### src/rtl/pc_fetch_unit.sv
// Program-counter fetch unit: IDLE/FETCH/HOLD sequencer issuing instruction-memory requests.
// Define PC_EXCEPTION_EN to trap misaligned redirect targets to EXC_VECTOR and add exc_out.
module pc_fetch_unit #(
    parameter logic [31:0] RESET_VECTOR = 32'h0000_0000,
    parameter logic [31:0] EXC_VECTOR   = 32'h0000_0080
) (
    input  logic        clk_in,
    input  logic        rst_n_in,
    input  logic        start_in,
    input  logic        stall_in,
    input  logic        branch_in,
    input  logic [31:0] branch_target_in,
    input  logic        jump_in,
    input  logic [31:0] jump_target_in,
    output logic        imem_req_out,
    output logic [31:0] imem_addr_out,
    input  logic        imem_ack_in,
    output logic [31:0] pc_out,
    output logic [31:0] pc_plus4_out,
    output logic        inst_valid_out
`ifdef PC_EXCEPTION_EN
    ,
    output logic        exc_out
`endif
);

    typedef enum logic [1:0] {
        ST_IDLE  = 2'd0,
        ST_FETCH = 2'd1,
        ST_HOLD  = 2'd2
    } state_t;

    state_t      state_q, state_d;
    logic [31:0] pc_q, pc_d;
    logic        pend_valid_q, pend_valid_d;
    logic [31:0] pend_target_q, pend_target_d;
    logic        req_q;
    logic        inst_valid_q, inst_valid_d;
    logic        exc_q, exc_d;

    logic        live_redir;
    logic [31:0] live_target;
    logic        apply_target;
    logic [31:0] raw_target;
    logic [31:0] pc_plus4;

    assign pc_plus4    = pc_q + 32'd4;
    assign live_redir  = jump_in | branch_in;
    assign live_target = jump_in ? jump_target_in : branch_target_in;

    // NOTE: every always_comb output gets a default first so no path leaves it unassigned (no latch).
    always_comb begin
        state_d       = state_q;
        pc_d          = pc_q;
        pend_valid_d  = pend_valid_q;
        pend_target_d = pend_target_q;
        inst_valid_d  = 1'b0;
        exc_d         = 1'b0;
        apply_target  = 1'b0;
        raw_target    = 32'h0;

        case (state_q)
            ST_IDLE: begin
                if (start_in) begin
                    state_d = ST_FETCH;
                    pc_d    = RESET_VECTOR;
                end
            end
            ST_FETCH: begin
                if (imem_ack_in) begin
                    inst_valid_d = 1'b1;
                    pend_valid_d = 1'b0;
                    if (live_redir) begin
                        apply_target = 1'b1;
                        raw_target   = live_target;
                    end else if (pend_valid_q) begin
                        apply_target = 1'b1;
                        raw_target   = pend_target_q;
                    end else begin
                        pc_d = pc_plus4;
                    end
                    state_d = stall_in ? ST_HOLD : ST_FETCH;
                end else if (live_redir) begin
                    // Address must stay stable until ack, so the redirect waits here.
                    pend_valid_d  = 1'b1;
                    pend_target_d = live_target;
                end
            end
            ST_HOLD: begin
                if (live_redir) begin
                    apply_target = 1'b1;
                    raw_target   = live_target;
                end
                if (!stall_in) begin
                    state_d = ST_FETCH;
                end
            end
            default: state_d = ST_IDLE;
        endcase

        if (apply_target) begin
`ifdef PC_EXCEPTION_EN
            if (raw_target[1:0] != 2'b00) begin
                pc_d  = EXC_VECTOR;
                exc_d = 1'b1;
            end else begin
                pc_d = raw_target;
            end
`else
            pc_d = {raw_target[31:2], 2'b00};
`endif
        end
    end

    // NOTE: sequential state uses non-blocking assignments so all registers update from pre-edge values.
    always_ff @(posedge clk_in or negedge rst_n_in) begin
        if (!rst_n_in) begin
            state_q       <= ST_IDLE;
            pc_q          <= RESET_VECTOR;
            pend_valid_q  <= 1'b0;
            pend_target_q <= 32'h0;
            req_q         <= 1'b0;
            inst_valid_q  <= 1'b0;
            exc_q         <= 1'b0;
        end else begin
            state_q       <= state_d;
            pc_q          <= pc_d;
            pend_valid_q  <= pend_valid_d;
            pend_target_q <= pend_target_d;
            req_q         <= (state_d == ST_FETCH);
            inst_valid_q  <= inst_valid_d;
            exc_q         <= exc_d;
        end
    end

    assign imem_req_out   = req_q;
    assign imem_addr_out  = pc_q;
    assign pc_out         = pc_q;
    assign pc_plus4_out   = pc_plus4;
    assign inst_valid_out = inst_valid_q;

`ifdef PC_EXCEPTION_EN
    assign exc_out = exc_q;
`else
    // Trap path is compiled out; these bits intentionally have no consumer.
    logic unused_trap_bits;
    assign unused_trap_bits = ^{EXC_VECTOR, raw_target[1:0], exc_q};
`endif

endmodule

### config.mk
export PLATFORM = sky130hd
export DESIGN_NAME = pc_fetch_unit
export DESIGN_NICKNAME = d
export VERILOG_FILES = /design/src/rtl/pc_fetch_unit.sv
export SDC_FILE = /design/constraint.sdc
export NUM_CORES = 1
export LEC_CHECK = 0
export CAP_MARGIN = 20
export CORE_MARGIN = 1.5
export CORE_UTILIZATION = 40
export CTS_CLUSTER_DIAMETER = 120
export CTS_CLUSTER_SIZE = 10
export DETAILED_ROUTE_END_ITERATION = 8
export GPL_ROUTABILITY_DRIVEN = 0
export PLACE_DENSITY = 0.73
export SYNTH_ARGS = -nofsm -noshare
export SYNTH_HDL_FRONTEND = slang
export SYNTH_SLANG_ARGS = --single-unit
### constraint.sdc
create_clock -name clk_in -period 2.25 [get_ports clk_in]
set_input_delay 0.45 -clock clk_in [delete_from_list [all_inputs] [get_ports clk_in]]
set_output_delay 0.45 -clock clk_in [all_outputs]
set_load 0.01 [all_outputs]
==> reports/qor.yml, run 1 <==
sta:
  setup_violations: 22
  finalHoldViolCount: 0
  worst_slack_ns: -0.1971
  fin_worst_skew_ns: 0.009605
  finalCriticalPeriod_ns: 2.447
  max_slew_margin: 0.5083
  tightest_slew_ns: 0.7375
  post-route-period-util: 1.088
  timing.fmax_mhz: 408.6
  tns_ns: -1.809
  rsz0062_at_grt: "yes"
  drv_slew: 0
clock_tree:
  h-tree-depth: 3
  numCtsBuffers: 9
  clock_sinks: 65
  cts_tree: "built"
  cts_hold_buffers: 0
  clock_latency_ns: 0.33
  clockBufferDepth: 2
  clk_root_buffer_cell: "clkbuf_16"
  clk_pin_slew_ns: 0.06
global_routing:
  grt_pass1_vias: 5386
  overflow: 0
  antenna_found_initial: 0
  grt_pass1_wl_um: 27350
  grtUsageTotal: 0.2715
  grt_max_degree: 93
final_layout:
  final_area_um2: 7916
  diodes: 0
  drive_gt1_frac: 0.3085
  final_common_cell: "buf_4"
  area.growth.synth_to_final_pct: 67.16
  finalNetCount: 904
  mostFrequentLayoutCells: "buf_4 (135), clkdlybuf4s50_1 (127), nand2_1 (74)"
synth:
  ys_seq_area_frac: 0.3435
  syn-mean-instance-area_um2: 8.236
  ys_types: 52
  synth_enable_flop_cells: 0
  synthCells: 575
  synth-seq-cells: 65
  ys_async_sr_fraction: 1.000
  ys_warn_count: 0
  synthFlopType: "dfrtp_1"
  syn_area_um2: 4736
detailed_routing:
  drt-wirelength-per-cell_um: 19.11
  wl_met2_um: 8897
  vias_per_cell: 5.810
  top_layer: "met4"
  m1WireLength_um: 7469
  drc_errors: 0
  route.met3.wl_um: 1355
  wl_um: 18650
  ant_nets: 0
  dr.pass1.iters: 7
  vias: 5671
  drtIter0Drc: 535
floorplan:
  num_rows: 39
  core_um2: 11470
  die_h_um: 111.8
  die_area_um2: 12500
  fp.dieW_um: 111.8
  ios: 169
  start_util: 0.4130
placement:
  placed_area_um2: 7096
  hpwl_um: 12400
  io_buffer_count: 158
setup_path:
  cp.required_ns: 1.80
  cp_top_family: "simple AND/OR/NAND/NOR gates"
  cp.arrival_ns: 2.00
  worstSetupPathType: "reg -> out"
  crit_path_max_incr_delay_ns: 0.38
  cp_common_cell: "buf_6"
  cp-start-kind: "flop"
  critPathCaptureType: "output port"
  worst-path-buf-inv: 4
  worst-path-max-fanout: 3
  cp_cell_sequence: "buf_6, nand4_4, buf_6, buf_6, nor4_4, nand3_2, xnor2_2, buf_2"
  critPathSlowestCell: "dfrtp_1"
power:
  leakage_uw: 0.003665
  power_density_nw_per_um2: 1244
  ir_drop_mv: 0.5711
outcome:
  status: "complete, but fails checks"
  violations: "setup timing"
job:
  cap_violations: 0
worst_hold_path:
  min-delay-path-class: "in -> async"
[cells in the mapped netlist (all sizes together), types with 3 or more instances]
library cell	instances	area, um^2
inv	8	30.03
nand3	15	75.07
nor4	6	43.79
nand2	79	296.5
nor2	28	112.6
and4	4	35.03
a221oi	7	61.31
ha	5	62.56
a21o	4	30.03
buf	52	367.9
mux2i	32	320.3
dfrtp	65	1627
a211oi	8	60.06
a41oi	3	26.28
clkbuf	27	101.4
nand4	8	56.30
nor2b	7	43.79
xnor2	18	157.7
a21oi	35	175.2
xor2	10	87.58
o21ai	65	325.3
nor3	15	80.08
a22oi	30	225.2
and3	8	50.05
o311ai	7	61.31
a31oi	8	50.05
[registers in the layout, summed over array words and instances (netlist names)]
signal	cells
pend_target_q	30
imem_addr_out	30
state_q	2
imem_req_out	1
inst_valid_out	1
pend_valid_q	1
[repair_timing]
item,in CTS,in global routing
buffers inserted,19,17
pin swaps,19,27
resized for setup,134,51
setup endpoints to repair,30,42
[cell families (layout without fill, tap and decap cells)]
logic type / Yosys count / after routing / share of synthesized area
AO/OA/AOI/OAI: 180 / 180 / 0.2388
AND/OR/NAND/NOR: 177 / 177 / 0.1789
buffers and inverters: 87 / 340 / 0.1054
flip-flops: 65 / 65 / 0.3435
multiplexers: 32 / 32 / 0.06764
XOR/XNOR: 28 / 28 / 0.05178
adder cells (fa/ha/maj): 5 / 5 / 0.01321
other: 1 / 6 / 0.0007918
[path summary, 6_finish.rpt]
path                                       start                end  slack, ns  depth (start not counted)
worst max-delay path            imem_addr_out[7]   pc_plus4_out[20]      -0.20                          8
max in group asynchronous               rst_n_in   imem_addr_out[3]       1.40                          2
worst min register to register  pend_target_q[7]   pend_target_q[7]       0.48                          2
worst max register to register        state_q[1]  imem_addr_out[22]       0.04                          9
worst min-delay path                    rst_n_in  imem_addr_out[26]       0.18                          1
min in group clk_in             pend_target_q[7]   pend_target_q[7]       0.48                          2
[metrics by stage]
step	setup slack, ns	utilization	total power, uW	hold slack (ns)	cells
after CTS	-0.1894	0.6699	9371	0.2105	962
after global placement	-0.2870	0.6188	7609	0.4622	928
after detailed placement	-0.3783	0.6188	7819	0.4715	928
after global routing	-0.2683	0.6903	10360	0.2171	976
after floorplan	0.09395	-	4898	0.1544	580
final	-0.1971	0.6903	9849	0.1817	976
[routing by layer]
metal  vias to the layer above  global-route usage
met3                        86             0.05226
met1                      2711              0.3430
met4                         0              0.1063
met5                         -                   0
met2                       317              0.4585
li1                       2557                   -
[cell type report]
| cell class | instances | area, um^2 |
|---|---|---|
| inverters | 8 | 30.03 |
| fillers | 844 | 3551 |
| clock inverters | 7 | 95.09 |
| multi-input cells | 428 | 2974 |
| repair buffers | 316 | 2785 |
| well taps | 143 | 178.9 |
| clock buffers | 9 | 225.2 |
| flip-flops and latches | 65 | 1628 |
[where the power goes]
| group | switching [uW] | internal [uW] |
|---|---|---|
| registers | 361 | 1710 |
| logic | 3190 | 3060 |
| clock network | 561 | 970 |
| total | 4110 | 5740 |
(Power assumes the default switching activity.)
==> run 2: changes to the inputs <==
--- a/config.mk
+++ b/config.mk
@@ -11,8 +11,10 @@
 export CTS_CLUSTER_DIAMETER = 120
 export CTS_CLUSTER_SIZE = 10
 export DETAILED_ROUTE_END_ITERATION = 8
+export DONT_BUFFER_PORTS = 1
 export GPL_ROUTABILITY_DRIVEN = 0
-export PLACE_DENSITY = 0.73
+export GPL_TIMING_DRIVEN = 0
+export PLACE_DENSITY = 0.54
 export SYNTH_ARGS = -nofsm -noshare
 export SYNTH_HDL_FRONTEND = slang
 export SYNTH_SLANG_ARGS = --single-unit
==> run 2 against run 1 <==
The run ends with hold timing, setup timing left; clock-buffer cell count grew 3; sequential share of layout area grew 6.3 points; critical endpoint is now pc_plus4_out[30]; routed wire length down 11%; combinational power down 36%.
==> reports/qor.yml, run 2 (same netlist as run 1, synthesis figures left out) <==
outcome:
  status: "complete, but fails checks"
  violations: "hold timing, setup timing"
final_layout:
  finalNetCount: 712
  area.growth.synth_to_final_pct: 30.28
  post-route-util: 0.5380
  drive_gt1_frac: 0.3219
  mostFrequentLayoutCells: "buf_4 (77), nand2_1 (74), o21ai_0 (63)"
  final_common_cell: "buf_4"
  diodes: 0
detailed_routing:
  dr.pass1.iters: 5
  vias: 4680
  vias_per_cell: 5.977
  drtIter0Drc: 309
  drt-wirelength-per-cell_um: 21.13
  drc_errors: 0
  ant_nets: 0
  wl_um: 16540
global_routing:
  overflow: 0
  busiest_layer: "met2"
  use_met2: 0.4061
  grt.met1_usage: 0.3632
  grt_max_degree: 66
  grt_pass1_vias: 4491
  grt_pass1_wl_um: 25530
  use_met3: 0.07022
  grtUsageTotal: 0.2660
  antenna_found_initial: 0
clock_tree:
  clock_sinks: 65
  clk_pin_slew_ns: 0.06
  clock_latency_ns: 0.35
  clockBufferDepth: 2
  numCtsBuffers: 9
  clk_root_buffer_cell: "clkbuf_16"
  cts_tree: "built"
  h-tree-depth: 3
power:
  p_sw_uw: 3633
  leakage_uw: 0.002734
  power_density_nw_per_um2: 1283
  internal_power_uw: 4285
  p_comb_frac: 0.506
  pwr-share-clk: 0.171
  p_total_uw: 7918
  power_frac_seq: 0.323
  swShare: 0.4588
  ir_drop_mv: 0.6544
floorplan:
  num_rows: 39
  die_h_um: 111.8
  start_util: 0.4130
  core_um2: 11470
  die_area_um2: 12500
  ios: 169
  fp.dieW_um: 111.8
sta:
  finalHoldViolCount: 10
  post-route-period-util: 1.087
  drv_slew: 0
  worst_slack_ns: -0.1954
  hold_slack_ns: -0.008097
  timing.fmax_mhz: 408.9
  setup_violations: 19
  rsz0062_at_grt: "yes"
  tightest_slew_ns: 0.7797
  finalCriticalPeriod_ns: 2.445
  fin_worst_skew_ns: 0.008612
  max_slew_margin: 0.4802
setup_path:
  reg2reg_to: "imem_addr_out[13]"
  cp_top_family: "flip-flops"
  worstSetupPathType: "reg -> out"
  r2r_setup_slack_ns: 0.11
  crit_start: "imem_addr_out[3]"
  cp.required_ns: 1.80
  worst_r2r_path_depth: 9
  worst-path-max-fanout: 6
  critical_path.endpoint: "pc_plus4_out[30]"
  crit_cells: 6
  crit_path_max_incr_delay_ns: 0.53
  cp-start-kind: "flop"
  critPathCaptureType: "output port"
  critPathSlowestCell: "dfrtp_2"
  cp.arrival_ns: 2.00
  r2r-start: "state_q[1]"
  worst-path-buf-inv: 1
  cp_cell_sequence: "ha_4, nand3_4, nor2_4, buf_12, nand4b_1, xnor2_2"
worst_hold_path:
  min-delay-path-class: "in -> async"
placement:
  io_buffer_count: 0
  dp_slack_ns: -0.3953
  hpwl_um: 11760
job:
  cap_violations: 0
[run 2: final cells by class]
class | count | area (um^2)
clock buffers | 12 | 266.5
repair buffers | 46 | 392.9
well taps | 143 | 178.9
plain buffers | 78 | 533.0
clock inverters | 3 | 15.01
flip-flops and latches | 65 | 1658
inverters | 8 | 30.03
multi-input cells | 428 | 3095
fillers | 1086 | 5298
[run 2: repair_timing]
item / 4_1_cts / 5_1_grt
pin swaps: 26 / 28
endpoints found under the setup margin: 51 / 51
gates cloned: 0 / 0
hold endpoints to repair: 65 / 0
hold buffers: 1 / 0
gates resized for setup: 101 / 36
setup buffers: 29 / 16
[run 2: how the worst min path moves through the flow]
stage / depth (start not counted) / start / endpoint
2_1_floorplan: 0 / rst_n_in / imem_addr_out[10]
3_3_place_gp: 0 / rst_n_in / imem_addr_out[29]
3_5_place_dp: 0 / rst_n_in / imem_addr_out[25]
4_1_cts: 1 / rst_n_in / imem_addr_out[18]
5_1_grt: 1 / rst_n_in / imem_addr_out[17]
6_report: 1 / rst_n_in / imem_addr_out[17]
[run 2: power by group through the flow]
stage / registers (uW) / logic (uW) / clock network [uW]
4_1_cts: 2520 / 3830 / 1390
3_3_place_gp: 2410 / 3330 / 0
2_1_floorplan: 2250 / 2650 / 0
6_report: 2560 / 4000 / 1360
3_5_place_dp: 2440 / 3380 / 0
5_1_grt: 2640 / 4380 / 1430
[run 2: per-stage QoR]
stage | cell area (um^2) | TNS (ns) | instances | hold slack (ns)
3_5_place_dp | 4940 | -11.79 | 723 | 0.1574
2_1_floorplan | 4761 | 0 | 580 | 0.1544
6_report | 6170 | -2.160 | 783 | -0.008097
3_3_place_gp | 4940 | -10.40 | 723 | 0.1575
4_1_cts | 5934 | -3.215 | 767 | 0.001013
5_1_grt | 6170 | -3.459 | 783 | 0.01229
[run 2: routing by layer]
layer	vias to the layer above	wire length [um]
met5	-	0
met4	0	318
met3	24	1565
met2	214	7692
met1	2274	6964
li1	2168	-
==> run 3: changes to the inputs <==
--- a/config.mk
+++ b/config.mk
@@ -15,6 +15,7 @@
 export GPL_ROUTABILITY_DRIVEN = 0
 export GPL_TIMING_DRIVEN = 0
 export PLACE_DENSITY = 0.54
+export REMOVE_ABC_BUFFERS = 1
 export SYNTH_ARGS = -nofsm -noshare
 export SYNTH_HDL_FRONTEND = slang
 export SYNTH_SLANG_ARGS = --single-unit
==> constraint.sdc (replaced) <==
create_clock -name clk_in -period 3.06 [get_ports clk_in]
set_input_delay 0.612 -clock clk_in [delete_from_list [all_inputs] [get_ports clk_in]]
set_output_delay 0.612 -clock clk_in [all_outputs]
set_load 0.01 [all_outputs]
==> run 3 against run 2 <==
The run now ends clean; utilization shrank 10 points; routed wire length shrank 16%; die area is the same; cell area shrank 19%; total power fell by 37%; first-iteration DRC count shrank 28%; combinational power decreased by 48%; critical path depth fell by 1; critical path type unchanged; largest cell class unchanged.
==> reports/qor.yml, run 3 (same netlist as run 1, synthesis figures left out) <==
outcome:
  status: "completed"
clock_tree:
  h-tree-depth: 3
  cts_tree: "built"
  clk_pin_slew_ns: 0.05
  clock_sinks: 65
  clk_root_buffer_cell: "clkbuf_16"
  clock_latency_ns: 0.33
  clockBufferDepth: 2
  numCtsBuffers: 9
worst_hold_path:
  min-delay-path-class: "in -> async"
final_layout:
  fin_cells: 669
  mostFrequentLayoutCells: "nand2_1 (79), o21ai_0 (64), dfrtp_1 (59)"
  drive_gt1_frac: 0.09506
  finalNetCount: 597
  final_common_cell: "nand2_1"
  final.fill_count: 1171
  area.growth.synth_to_final_pct: 5.363
  diodes: 0
floorplan:
  fp.dieW_um: 111.8
  start_util: 0.4130
  num_rows: 39
  ios: 169
  die_h_um: 111.8
  core_um2: 11470
  die_area_um2: 12500
setup_path:
  critPathCaptureType: "output port"
  cp.arrival_ns: 2.34
  cp-start-kind: "flop"
  cp.required_ns: 2.45
  worst_r2r_path_depth: 8
  r2r_setup_slack_ns: 0.37
  r2r-start: "state_q[1]"
  worst-path-max-fanout: 6
  worstSetupPathType: "reg -> out"
  reg2reg_to: "imem_addr_out[14]"
detailed_routing:
  drt-wirelength-per-cell_um: 20.68
  wl_um: 13840
  dr.pass1.iters: 4
  drtIter0Drc: 221
  vias: 4123
  drc_errors: 0
  ant_nets: 0
  vias_per_cell: 6.163
sta:
  hold_slack_ns: 0.1645
  tightest_slew_ns: 0.9592
  finalHoldViolCount: 0
  setup_violations: 0
  post-route-period-util: 0.9655
  timing.fmax_mhz: 338.5
  finalCriticalPeriod_ns: 2.954
  drv_slew: 0
  max_slew_margin: 0.3605
  fin_worst_skew_ns: 0.005100
power:
  leakage_uw: 0.002098
  ir_drop_mv: 0.4793
  power_density_nw_per_um2: 995.2
global_routing:
  grt_pass1_vias: 4195
  antenna_found_initial: 0
  overflow: 0
  grt_max_degree: 96
  grt_pass1_wl_um: 21830
  grtUsageTotal: 0.2216
job:
  cap_violations: 0
placement:
  io_buffer_count: 0
  hpwl_um: 9539
  post-place-cells: 648
[run 3: final cells by class]
| class | instances | area (um^2) | share of cell area |
|---|---|---|---|
| clock buffers | 12 | 236.5 | 0.04739 |
| clock inverters | 4 | 20.02 | 0.004012 |
| inverters | 8 | 30.03 | 0.006018 |
| multi-input cells | 428 | 2739 | 0.5489 |
| flip-flops and latches | 65 | 1634 | 0.3275 |
| well taps | 143 | 178.9 | 0.03586 |
| repair buffers | 9 | 151.4 | 0.03034 |
[run 3: critical path, cell delays in order (launching register included)]
cell and delay, ns:
dfrtp_2 0.46, ha_2 0.29, nand3_1 0.28, nor4_4 0.48
nand3_1 0.19, xnor2_1 0.30
[run 3: power breakdown]
part / internal [uW] / switching, uW
Clock: 542 / 365
Combinational: 805 / 1290
Sequential: 1260 / 708
Total: 2600 / 2360
[run 3: worst max-delay path by stage]
stage | from | to | slack [ns] | depth (start not counted)
finish | imem_addr_out[3] | pc_plus4_out[20] | 0.11 | 5
global route | imem_addr_out[12] | pc_plus4_out[17] | -0.01 | 5
CTS | imem_addr_out[6] | pc_plus4_out[24] | -0.008 | 5
detailed placement | state_q[1] | imem_addr_out[19] | -0.38 | 7
global placement | state_q[1] | imem_addr_out[19] | -2.10 | 7
floorplan | state_q[1] | imem_addr_out[19] | -0.32 | 7
[run 3: layer usage]
layer  wire length, um  vias up  GRT usage  part of all wire
met2              6640      158     0.3699              0.48
met5                 0        -          0                 0
met1              5823     2005     0.2750              0.42
met3              1245       13    0.07676             0.090
met4               129        0    0.05485            0.0093
li1                  -     1947          -                 -
[run 3: per-stage QoR]
step | setup TNS, ns | total power [uW] | setup WS [ns] | instance area, um^2 | util
finish | 0 | 4966 | 0.1055 | 4990 | 0.4351
global route | -0.01816 | 5349 | -0.01174 | 4990 | 0.4351
CTS | -0.009986 | 4970 | -0.008477 | 4915 | 0.4286
detailed placement | -3.213 | 4000 | -0.3782 | 4583 | 0.3997
global placement | -62.44 | 3812 | -2.097 | 4464 | 0.3893
floorplan | -2.207 | 3259 | -0.3227 | 4285 | -
[run 3: timing repair]
| item | in CTS | in global routing |
|---|---|---|
| setup endpoints to repair | 25 | 28 |
| hold endpoints to repair | 65 | 0 |
| setup buffers | 0 | 4 |
| hold buffers | 1 | 0 |
| gates resized for setup | 10 | 12 |
| pin swaps | 0 | 3 |
